===== config.mk =====
export PLATFORM = sky130hd
export DESIGN_NAME = decode_stage
export DESIGN_NICKNAME = d
export VERILOG_FILES = /design/src/rtl/decode_stage.sv
export SDC_FILE = /design/constraint.sdc
export NUM_CORES = 1
export LEC_CHECK = 0
export CORE_MARGIN = 5
export CORE_UTILIZATION = 51
export CTS_CLUSTER_DIAMETER = 50
export DETAILED_ROUTE_END_ITERATION = 6
export PLACE_DENSITY = 0.82
export SKIP_CTS_REPAIR_TIMING = 1
export SLEW_MARGIN = 10
export SYNTH_ARGS = -nofsm -noshare
export SYNTH_HDL_FRONTEND = slang
export SYNTH_SLANG_ARGS = --single-unit

===== constraint.sdc =====
create_clock -name clk -period 11.5 [get_ports clk]
set_input_delay 1.15 -clock clk [delete_from_list [all_inputs] [get_ports clk]]
set_output_delay 1.15 -clock clk [all_outputs]
set_load 0.1 [all_outputs]

===== src/rtl/decode_stage.sv =====
// decode_stage: RV32 decoder feeding a small FIFO of decoded records.
// Illegal words are queued as SYS records with n_bad_inst low.
module decode_stage #(
  parameter int DEPTH = 2,
  parameter bit EN_M  = 1'b1,
  parameter bit EN_A  = 1'b1,
  parameter bit EN_F  = 1'b1
) (
  input  logic                   clk,
  input  logic                   n_rst,
  input  logic                   in_valid,
  output logic                   in_ready,
  input  logic [31:0]            instruction,
  input  logic [31:0]            pc,
  input  logic                   flush,
  output logic                   out_valid,
  input  logic                   out_ready,
  output logic [1:0]             unit,
  output logic [2:0]             funct3,
  output logic [6:0]             funct7,
  output logic [4:0]             reg_d,
  output logic [4:0]             reg_s1,
  output logic [4:0]             reg_s2,
  output logic [4:0]             reg_s3,
  output logic                   rd_we,
  output logic [31:0]            immed,
  output logic [31:0]            pc_out,
  output logic                   n_bad_inst,
  output logic [$clog2(DEPTH):0] occupancy
);

  localparam int AW = $clog2(DEPTH);
  localparam int OW = AW + 1;
  localparam logic [OW-1:0] FULL = OW'(DEPTH);

  localparam logic [6:0] OP_OP    = 7'b0110011;
  localparam logic [6:0] OP_IMM   = 7'b0010011;
  localparam logic [6:0] OP_LUI   = 7'b0110111;
  localparam logic [6:0] OP_AUIPC = 7'b0010111;
  localparam logic [6:0] OP_JAL   = 7'b1101111;
  localparam logic [6:0] OP_JALR  = 7'b1100111;
  localparam logic [6:0] OP_BR    = 7'b1100011;
  localparam logic [6:0] OP_LD    = 7'b0000011;
  localparam logic [6:0] OP_ST    = 7'b0100011;
  localparam logic [6:0] OP_AMO   = 7'b0101111;
  localparam logic [6:0] OP_FLD   = 7'b0000111;
  localparam logic [6:0] OP_FST   = 7'b0100111;
  localparam logic [6:0] OP_FMA0  = 7'b1000011;
  localparam logic [6:0] OP_FMA1  = 7'b1000111;
  localparam logic [6:0] OP_FMA2  = 7'b1001011;
  localparam logic [6:0] OP_FMA3  = 7'b1001111;
  localparam logic [6:0] OP_FP    = 7'b1010011;
  localparam logic [6:0] OP_MISC  = 7'b0001111;
  localparam logic [6:0] OP_SYS   = 7'b1110011;

  localparam logic [1:0] U_ALU = 2'd0;
  localparam logic [1:0] U_MEM = 2'd1;
  localparam logic [1:0] U_FPU = 2'd2;
  localparam logic [1:0] U_SYS = 2'd3;

  typedef enum logic [2:0] {
    F_R, F_I, F_S, F_B, F_U, F_J
  } fmt_t;

  typedef struct packed {
    logic [1:0]  unit;
    logic [2:0]  funct3;
    logic [6:0]  funct7;
    logic [4:0]  rd;
    logic [4:0]  rs1;
    logic [4:0]  rs2;
    logic [4:0]  rs3;
    logic        rd_we;
    logic [31:0] immed;
    logic [31:0] pc;
    logic        ok;
  } rec_t;

  rec_t          dec;
  rec_t          head;
  rec_t          mem [DEPTH];
  fmt_t          fmt;
  logic          ok;
  logic          r4;
  logic          int_we;
  logic          fp_int;
  logic [6:0]    opc;
  logic [6:0]    f7;
  logic [2:0]    f3;
  logic [AW-1:0] wr_ptr;
  logic [AW-1:0] rd_ptr;
  logic [OW-1:0] occ;
  logic          push;
  logic          pop;

  assign opc    = instruction[6:0];
  assign f7     = instruction[31:25];
  assign f3     = instruction[14:12];
  assign int_we = (instruction[11:7] != 5'd0);
  assign fp_int = (f7[6:2] == 5'b10100) ||
                  (f7[6:2] == 5'b11000) ||
                  (f7[6:2] == 5'b11100);

  // combinational decode of the incoming word into a queue record
  always_comb begin
    dec        = '0;
    dec.funct3 = f3;
    dec.funct7 = f7;
    dec.rd     = instruction[11:7];
    dec.rs1    = instruction[19:15];
    dec.rs2    = instruction[24:20];
    dec.pc     = pc;
    dec.unit   = U_ALU;
    ok         = 1'b1;
    r4         = 1'b0;
    fmt        = F_R;
    case (opc)
      OP_OP: begin
        dec.rd_we = int_we;
        if (!EN_M && f7 == 7'b0000001) ok = 1'b0;
      end
      OP_IMM: begin
        fmt       = F_I;
        dec.rd_we = int_we;
        if ((f3 == 3'b001 || f3 == 3'b101) &&
            !(f7 == 7'b0000000 || f7 == 7'b0100000))
          ok = 1'b0;
      end
      OP_LUI, OP_AUIPC: begin
        fmt       = F_U;
        dec.rd_we = int_we;
      end
      OP_JAL: begin
        fmt       = F_J;
        dec.rd_we = int_we;
      end
      OP_JALR: begin
        fmt       = F_I;
        dec.rd_we = int_we;
      end
      OP_BR: fmt = F_B;
      OP_LD: begin
        fmt       = F_I;
        dec.unit  = U_MEM;
        dec.rd_we = int_we;
      end
      OP_ST: begin
        fmt      = F_S;
        dec.unit = U_MEM;
      end
      OP_AMO: begin
        dec.unit  = U_MEM;
        dec.rd_we = int_we;
        ok        = EN_A;
      end
      OP_FLD: begin
        fmt       = F_I;
        dec.unit  = U_MEM;
        dec.rd_we = 1'b1;
        ok        = EN_F;
      end
      OP_FST: begin
        fmt      = F_S;
        dec.unit = U_MEM;
        ok       = EN_F;
      end
      OP_FMA0, OP_FMA1, OP_FMA2, OP_FMA3: begin
        r4        = 1'b1;
        dec.unit  = U_FPU;
        dec.rd_we = 1'b1;
        ok        = EN_F;
      end
      OP_FP: begin
        dec.unit  = U_FPU;
        dec.rd_we = fp_int ? int_we : 1'b1;
        ok        = EN_F;
      end
      OP_MISC: begin
        fmt      = F_I;
        dec.unit = U_SYS;
      end
      OP_SYS: begin
        fmt       = F_I;
        dec.unit  = U_SYS;
        dec.rd_we = int_we;
      end
      default: ok = 1'b0;
    endcase
    if (instruction[1:0] != 2'b11 ||
        instruction == 32'h0 ||
        instruction == 32'hFFFF_FFFF)
      ok = 1'b0;
    unique case (fmt)
      F_I: dec.immed = {{20{instruction[31]}}, instruction[31:20]};
      F_S: dec.immed = {{20{instruction[31]}}, instruction[31:25],
                        instruction[11:7]};
      F_B: dec.immed = {{19{instruction[31]}}, instruction[31],
                        instruction[7], instruction[30:25],
                        instruction[11:8], 1'b0};
      F_U: dec.immed = {instruction[31:12], 12'h0};
      F_J: dec.immed = {{11{instruction[31]}}, instruction[31],
                        instruction[19:12], instruction[20],
                        instruction[30:21], 1'b0};
      default: dec.immed = 32'h0;
    endcase
    dec.rs3 = r4 ? instruction[31:27] : 5'd0;
    dec.ok  = ok;
    if (!ok) begin
      dec.unit  = U_SYS;
      dec.rd_we = 1'b0;
      dec.immed = 32'h0;
    end
  end

  assign out_valid = (occ != '0);
  assign pop       = out_valid && out_ready;
  assign in_ready  = (occ < FULL) || pop;
  assign push      = in_valid && in_ready && !flush;

  // queue pointers and occupancy; reset beats flush beats traffic
  always_ff @(posedge clk) begin
    if (!n_rst) begin
      wr_ptr <= '0;
      rd_ptr <= '0;
      occ    <= '0;
    end else if (flush) begin
      wr_ptr <= '0;
      rd_ptr <= '0;
      occ    <= '0;
    end else begin
      if (push) wr_ptr <= wr_ptr + AW'(1);
      if (pop)  rd_ptr <= rd_ptr + AW'(1);
      if (push && !pop)      occ <= occ + OW'(1);
      else if (pop && !push) occ <= occ - OW'(1);
    end
  end

  // record storage, deliberately left unreset
  always_ff @(posedge clk) begin
    if (n_rst && push) mem[wr_ptr] <= dec;
  end

  assign head       = mem[rd_ptr];
  assign unit       = head.unit;
  assign funct3     = head.funct3;
  assign funct7     = head.funct7;
  assign reg_d      = head.rd;
  assign reg_s1     = head.rs1;
  assign reg_s2     = head.rs2;
  assign reg_s3     = head.rs3;
  assign rd_we      = head.rd_we;
  assign immed      = head.immed;
  assign pc_out     = head.pc;
  assign n_bad_inst = out_valid ? head.ok : 1'b1;
  assign occupancy  = occ;

endmodule


Yosys cells after proc, flatten, opt, wreduce, memory -nomap -nowiden
Memory sizes are Yosys's and may differ from the RTL's. A register that Yosys moved wholly into a read port is not among the register bits.
Index checks and enable logic that the tools add are counted.
{"block": "totals", "ff_bits": 4, "mem_bits_rw": 196, "in_bits": 69, "out_inout_bits": 102, "wordCells": 95, "memories": 1}
{"memory": "mem", "words": 2, "width": 98, "read_ports": 1, "rd_clocked_by_memory_dff": 1, "wr": 1, "line": "81", "source": "rec_t mem [DEPTH];"}
{"block": "classes", "add_sub_neg": 4, "order_cmp": 1, "n_eq_ne": 32, "n_mux": 19, "n_bitwise": 1, "n_reduce_logical": 34}
{"op": "case mux 32 bit (5 select lines)", "n": 1}
{"op": "== test 7 bit (second input constant)", "n": 9}
{"op": "== test 7 x 6 -> 1 bit (second input constant)", "n": 6}
{"op": "2-to-1 mux 33 bit", "n": 1}
{"op": "== test 32 bit (second input constant)", "n": 1}
{"op": "zero test 32 bit", "n": 1}
{"op": "OR reduction 18 bit", "n": 1}
{"op": "== test 5 bit (second input constant)", "n": 3}
{"op": "case mux 3 bit (5 select lines)", "n": 1}
{"op": "OR reduction 5 bit", "n": 3}
{"op": "== test 7 x 5 -> 1 bit (second input constant)", "n": 2}
{"op": "== test 3 bit (second input constant)", "n": 3}
{"op": "2-to-1 mux 1 bit", "n": 9}
{"op": "OR reduction 9 bit", "n": 1}
{"op": "OR reduction 2 bit", "n": 4}
{"op": "== test 7 x 2 -> 1 bit (second input constant)", "n": 1}
{"op": "== test 7 x 3 -> 1 bit (second input constant)", "n": 1}
{"op": "== test 7 x 4 -> 1 bit (second input constant)", "n": 1}
{"op": "logical AND 1 bit", "n": 7}
{"op": "zero test 7 bit", "n": 1}
{"op": "logical OR 1 bit", "n": 7}
{"op": "== test 3 x 1 -> 1 bit (second input constant)", "n": 2}
{"op": "== test 3 x 2 -> 1 bit (second input constant)", "n": 2}
{"op": "2-to-1 mux 2 bit", "n": 3}
{"op": "other kinds (15)", "n": 20}

Logic depth before layout (Yosys ltp)
Gate-level depths: netlist of run 1.
{"block": "logic_depth", "depth_word": 9, "ltp_mapped": 7, "depth_no_buf": 7}

Least setup slack after synthesis of run 1
OpenSTA, ideal clock, no wires.
{"block": "synth_path", "kind": "input -> register", "start": "input port out_ready", "end": "memory mem[0][0] (netlist bit), enable pin", "setup_time_ns": 0.675, "arrival_ns": 8.919, "t_required_ns": 10.825, "slack_ns": 1.907, "path_stages": 3, "n_path_buf": 0, "cell_sequence": "nand2b_1 nand2_1 nor3_1"}
{"block": "synth_via", "elab_chain_len": 7}
{"item": "from (decl)", "line": "17", "source": "input logic out_ready,"}
{"item": "logical AND 1 bit", "line": "216", "source": "assign pop = out_valid && out_ready;"}
{"item": "logical OR 1 bit", "line": "217", "source": "assign in_ready = (occ < FULL) || pop;"}
{"item": "logical AND 1 bit (2 in series)", "line": "218", "source": "assign push = in_valid && in_ready && !flush;"}
{"item": "logical AND 1 bit", "line": "240", "source": "if (n_rst && push) mem[wr_ptr] <= dec;"}
{"item": "2-to-1 mux 1 bit", "line": "240"}
{"item": "2-to-1 mux 1 bit (implied by the code)", "line": "240"}
{"item": "to (decl)", "line": "81"}
No other way between the ends.

==> impl_metrics.tcl, run 1 <==
set metrics [dict create \
    outcome "finished clean" \
    layout_commonest_cell "edfxtp_1" \
    track_usage 0.184 \
    avgViaCountPerCell 5.45 \
    h-tree-depth 1 \
    synth_edf_count 196 \
    clkSlewWorstSetupHoldPaths_ns 0.06 \
    grt_max_degree 64 \
    tns_ns 0 \
    grt_pass1_vias 5034 \
    area_growth_syn_to_layout_pct 31.7 \
    multi_input_area_mm2 0.00209 \
    dpl_cell_area_mm2 0.0101 \
    io_buffers 170 \
    rsz0062_at_grt "no" \
    path_class "register to output pin" \
    grt_pass1_wl_um 26600 \
    worst_slew_pin_slew_ns 1.04 \
    clk_latency_ns 0.48 \
    ys_types 50 \
    synth_area_mm2 0.00819 \
    gp_congestion 0.842 \
    vdd_drop_max_mv 0.158 \
    core-area_mm2 0.0158 \
    timing.final.crit_share 0.399 \
    wl_per_cell_um 19.7 \
    p_leak_nw 3.48 \
    synth-main-ff-cell "edfxtp_1" \
    dr_total_vias 4852 \
    drt-total-wl_um 17500 \
    synth.net_count 558 \
    grt_antenna_before_repair 0 \
    hold_class "register to register" \
    dp_hpwl_um 11700 \
    maxCapViolations 0 \
    period_needed_ns 4.58 \
    cts.sinks 201 \
    dieArea_mm2 0.0187 \
    final_cell_mix "edfxtp_1, clkdlybuf4s50_1, mux2_2" \
    drv_slew 0 \
    fmax_ghz 0.218 \
    skew_ns 0.00615 \
    setup_viol 0 \
    cp_data_required_time_ns 10.35 \
    critPathLaunchType "register" \
    nFillCells 1041 \
    final_nets 733 \
    drive_above_1_share 0.217 \
    path_max_fanout 50 \
    slew_headroom 0.302 \
    cts_buffers 22 \
    synth_area_per_cell_um2 16.8 \
    async_flop_share 0 \
    grt_overflow 0 \
    root_buffer "clkbuf_16" \
    ios 171 \
    initial_utilization 0.517 \
    endpoint_kind "output pin" \
    ant_nets 0 \
    finalInstanceArea_mm2 0.0108 \
    yosys_warnings 0 \
    clockBufferDepth 3 \
    syn_inst 488 \
    antennaDiodeCount 0 \
    yosysSeqAreaShare 0.731 \
    cts_tree "done" \
    hold_violations 0 \
    drt_first_iter_violations 339 \
    ff_latch_area_mm2 0.00599 \
    die_x_um 137 \
    drtPass1Iterations 4 \
    dieHeight_um 137 \
    drc 0 \
    ys_ff_latch 201 \
    p_per_area_mw_per_mm2 155 \
    rows 46 \
    worstPathArrival_ns 3.43 \
]
-- kinds of logic (layout without fill, tap and decap cells) --
kind of cell,Yosys count,count (layout),synth area share
flip-flops,201,201,0.731
AND/OR/NAND/NOR,109,109,0.0723
multiplexers,99,99,0.136
AO/OA/AOI/OAI,45,45,0.0388
buffers and inverters,28,214,0.0147
XOR/XNOR,5,5,0.00535
adder cells (fa/ha/maj),1,1,0.00153
-- layout make-up --
type,instances,share of cell area
well taps,216,0.0251
multi-input cells,259,0.194
flip-flops and latches,201,0.556
clock buffers,26,0.0544
inverters,1,0.000348
repair buffers,178,0.163
clock inverters,9,0.00708
-- state kept, by name, indices dropped and copies added, names as in the netlist, named ones only --
register and count:
mem 196, occupancy 2, rd_ptr 1, wr_ptr 1
-- cell usage after synthesis (all sizes together), types with 6 or more instances --
| library cell | instances | share of area |
|---|---|---|
| a211oi | 22 | 0.020 |
| a21oi | 7 | 0.0043 |
| and2 | 6 | 0.0046 |
| buf | 7 | 0.0050 |
| clkbuf | 20 | 0.0092 |
| edfxtp | 196 | 0.72 |
| mux2 | 98 | 0.13 |
| nand2 | 26 | 0.012 |
| nand3 | 7 | 0.0043 |
| nor2 | 13 | 0.0060 |
| nor2b | 8 | 0.0061 |
| nor3 | 17 | 0.010 |
-- metrics by stage --
step           cells  utilization  total power, mW  hold WS, ns  worst slack (ns)
2_1_floorplan    488            -            0.978        0.472              1.91
5_1_grt          890        0.681             1.72        0.550              6.78
4_1_cts          890        0.681             1.68        0.520              6.87
3_5_place_dp     855        0.639             1.04        0.507              7.41
6_report         890        0.681             1.67        0.530              6.92
3_3_place_gp     855        0.639             1.04        0.484              7.44
-- layer usage --
metal / vias to the layer above / share of wire / track usage
li1: 2251 / - / -
met1: 2383 / 0.41 / 0.244
met2: 190 / 0.49 / 0.309
met3: 28 / 0.086 / 0.0426
met4: 0 / 0.020 / 0.0437
met5: - / 0 / 0
-- critical path, cell delays in order (launching register included) --
cell and delay [ns]:
dfxtp_4 0.78, buf_4 0.62, mux2_2 0.28, clkdlybuf4s50_1 1.16
-- worst paths after layout --
path,start,to,slack [ns],cells past startpoint
max reg2reg,occupancy[1]$_SDFFE_PP0P_,mem[0][37]$_DFFE_PP_,9.51,4
min reg2reg,rd_ptr$_SDFFE_PP0P_,rd_ptr$_SDFFE_PP0P_,0.53,2
min,rd_ptr$_SDFFE_PP0P_,rd_ptr$_SDFFE_PP0P_,0.53,2
max,register,immed[28],6.92,3
-- report_power, final --
| part | internal, mW | switching (mW) | total (mW) |
|---|---|---|---|
| Combinational | 0.0617 | 0.145 | 0.207 |
| Clock | 0.384 | 0.255 | 0.639 |
| Sequential | 0.815 | 0.00468 | 0.819 |
No activity file was read; power rests on OpenSTA's default activity.
==> inputs of run 2 (changes only) <==
Settings changed: CORE_UTILIZATION 51 to 46, PLACE_DENSITY 0.82 to 0.78.
Clock period 11.5 ns to 3.9 ns, I/O delays scaled along.
==> run 2 against run 1 <==
Net effect: first-iteration DRC count is 8.6% higher; wire length is 1.9% higher; combinational power grew to 2.9 times the previous value.
==> impl_metrics.tcl, run 2 (synthesized netlist as in run 1, its figures left out) <==
set metrics [dict create \
    track_usage 0.168 \
    rsz0062_at_grt "no" \
    endpoint_kind "output pin" \
    dieArea_mm2 0.0206 \
    setup_viol 0 \
    maxCapViolations 0 \
    final_nets 736 \
    initial_utilization 0.472 \
    final_cell_mix "edfxtp_1, buf_4, mux2_2" \
    dpl_cell_area_mm2 0.00994 \
    ios 171 \
    h-tree-depth 1 \
    cpMaxStageDelayCell "dfxtp_4" \
    hold_violations 0 \
    antennaDiodeCount 0 \
    worst_slew_pin_slew_ns 0.973 \
    tns_ns 0 \
    hold_class "primary input to register" \
    period_needed_ns 2.80 \
    path_max_fanout 50 \
    drv_slew 0 \
    worstPathArrival_ns 2.41 \
    nFillCells 1291 \
    ant_nets 0 \
    rows 48 \
    area_growth_syn_to_layout_pct 30.6 \
    vdd_drop_max_mv 0.475 \
    cp_data_required_time_ns 3.51 \
    p_leak_nw 3.65 \
    cts_tree "done" \
    drive_above_1_share 0.371 \
    die_x_um 143 \
    clkSlewWorstSetupHoldPaths_ns 0.06 \
    drt_first_iter_violations 368 \
    skew_ns 0.00913 \
    root_buffer "clkbuf_16" \
    grt_overflow 0 \
    clockBufferDepth 3 \
    drtPass1Iterations 6 \
    gp_congestion 0.898 \
    fin_hold_ws_ns 0.464 \
    slew_headroom 0.349 \
    drc 0 \
    timing.final.crit_share 0.719 \
    path_class "register to output pin" \
    wl_per_cell_um 19.6 \
    layout_commonest_cell "edfxtp_1" \
    max_stage_delay_ns 0.78 \
    finalInstanceArea_mm2 0.0107 \
    cts.sinks 201 \
    largest_register_ffs 196 \
    path_cells "buf_4, mux2_2, buf_4" \
    critPathLaunchType "register" \
    io_buffers 170 \
    dr_total_vias 4869 \
    grt_antenna_before_repair 0 \
    outcome "finished clean" \
    cts_buffers 24 \
    drt-total-wl_um 17900 \
    regMostFlops "mem" \
    grt_pass1_vias 4988 \
    fmax_ghz 0.357 \
    clk_latency_ns 0.51 \
    dp_hpwl_um 12100 \
    core-area_mm2 0.0174 \
    avgViaCountPerCell 5.36 \
    p_per_area_mw_per_mm2 476 \
    crit_path_frequent_cell "buf_4" \
    grt_pass1_wl_um 27100 \
    dieHeight_um 143 \
    grt_max_degree 65 \
]
run 2: critical path: cells and delay by family, from the launching register on:
family | cells | cell delay (ns)
buffers and inverters | 2 | 0.70
flip-flops | 1 | 0.78
multiplexers | 1 | 0.41
run 2: cell type report:
| class | instances | area [um^2] | share of cell area |
|---|---|---|---|
| sequential | 201 | 5990 | 0.561 |
| multi-input combinational | 259 | 2110 | 0.198 |
| timing repair buffer | 179 | 1550 | 0.145 |
| clock buffer | 29 | 641 | 0.0599 |
| tap | 225 | 282 | 0.0263 |
| clock inverter | 15 | 109 | 0.0102 |
| inverter | 1 | 3.75 | 0.000351 |
run 2: metrics by stage:
stage	util	power, mW	instances	worst slack [ns]
after floorplan	-	2.88	488	0.0347
after global placement	0.573	3.05	865	0.939
after detailed placement	0.573	3.07	865	0.747
after CTS	0.616	5.13	909	1.04
after global routing	0.616	5.24	909	0.981
final	0.616	5.08	909	1.10
run 2: worst paths after layout:
kind              cells after the start  slack, ns              endpoint                 startpoint
setup / recovery                      3       1.10               unit[0]                   register
hold / removal                        1       0.46  mem[0][32]$_DFFE_PP_                     pc[31]
setup reg to reg                      4       1.88  mem[0][49]$_DFFE_PP_  occupancy[1]$_SDFFE_PP0P_
hold reg to reg                       2       0.52   rd_ptr$_SDFFE_PP0P_        rd_ptr$_SDFFE_PP0P_
run 2: where the power goes:
group | switching [mW] | internal, mW | leakage [nW]
registers | 0.0139 | 2.40 | 1.83
logic | 0.432 | 0.173 | 1.46
clock network | 0.824 | 1.24 | 0.360
total | 1.27 | 3.81 | 3.65
run 2: per-layer routing:
layer  global-route usage  vias up  wire, um
met3               0.0386       29      1440
met4               0.0377        0       272
li1                     -     2265         -
met5                    0        -         0
met2                0.286      188      8820
met1                0.222     2387      7340
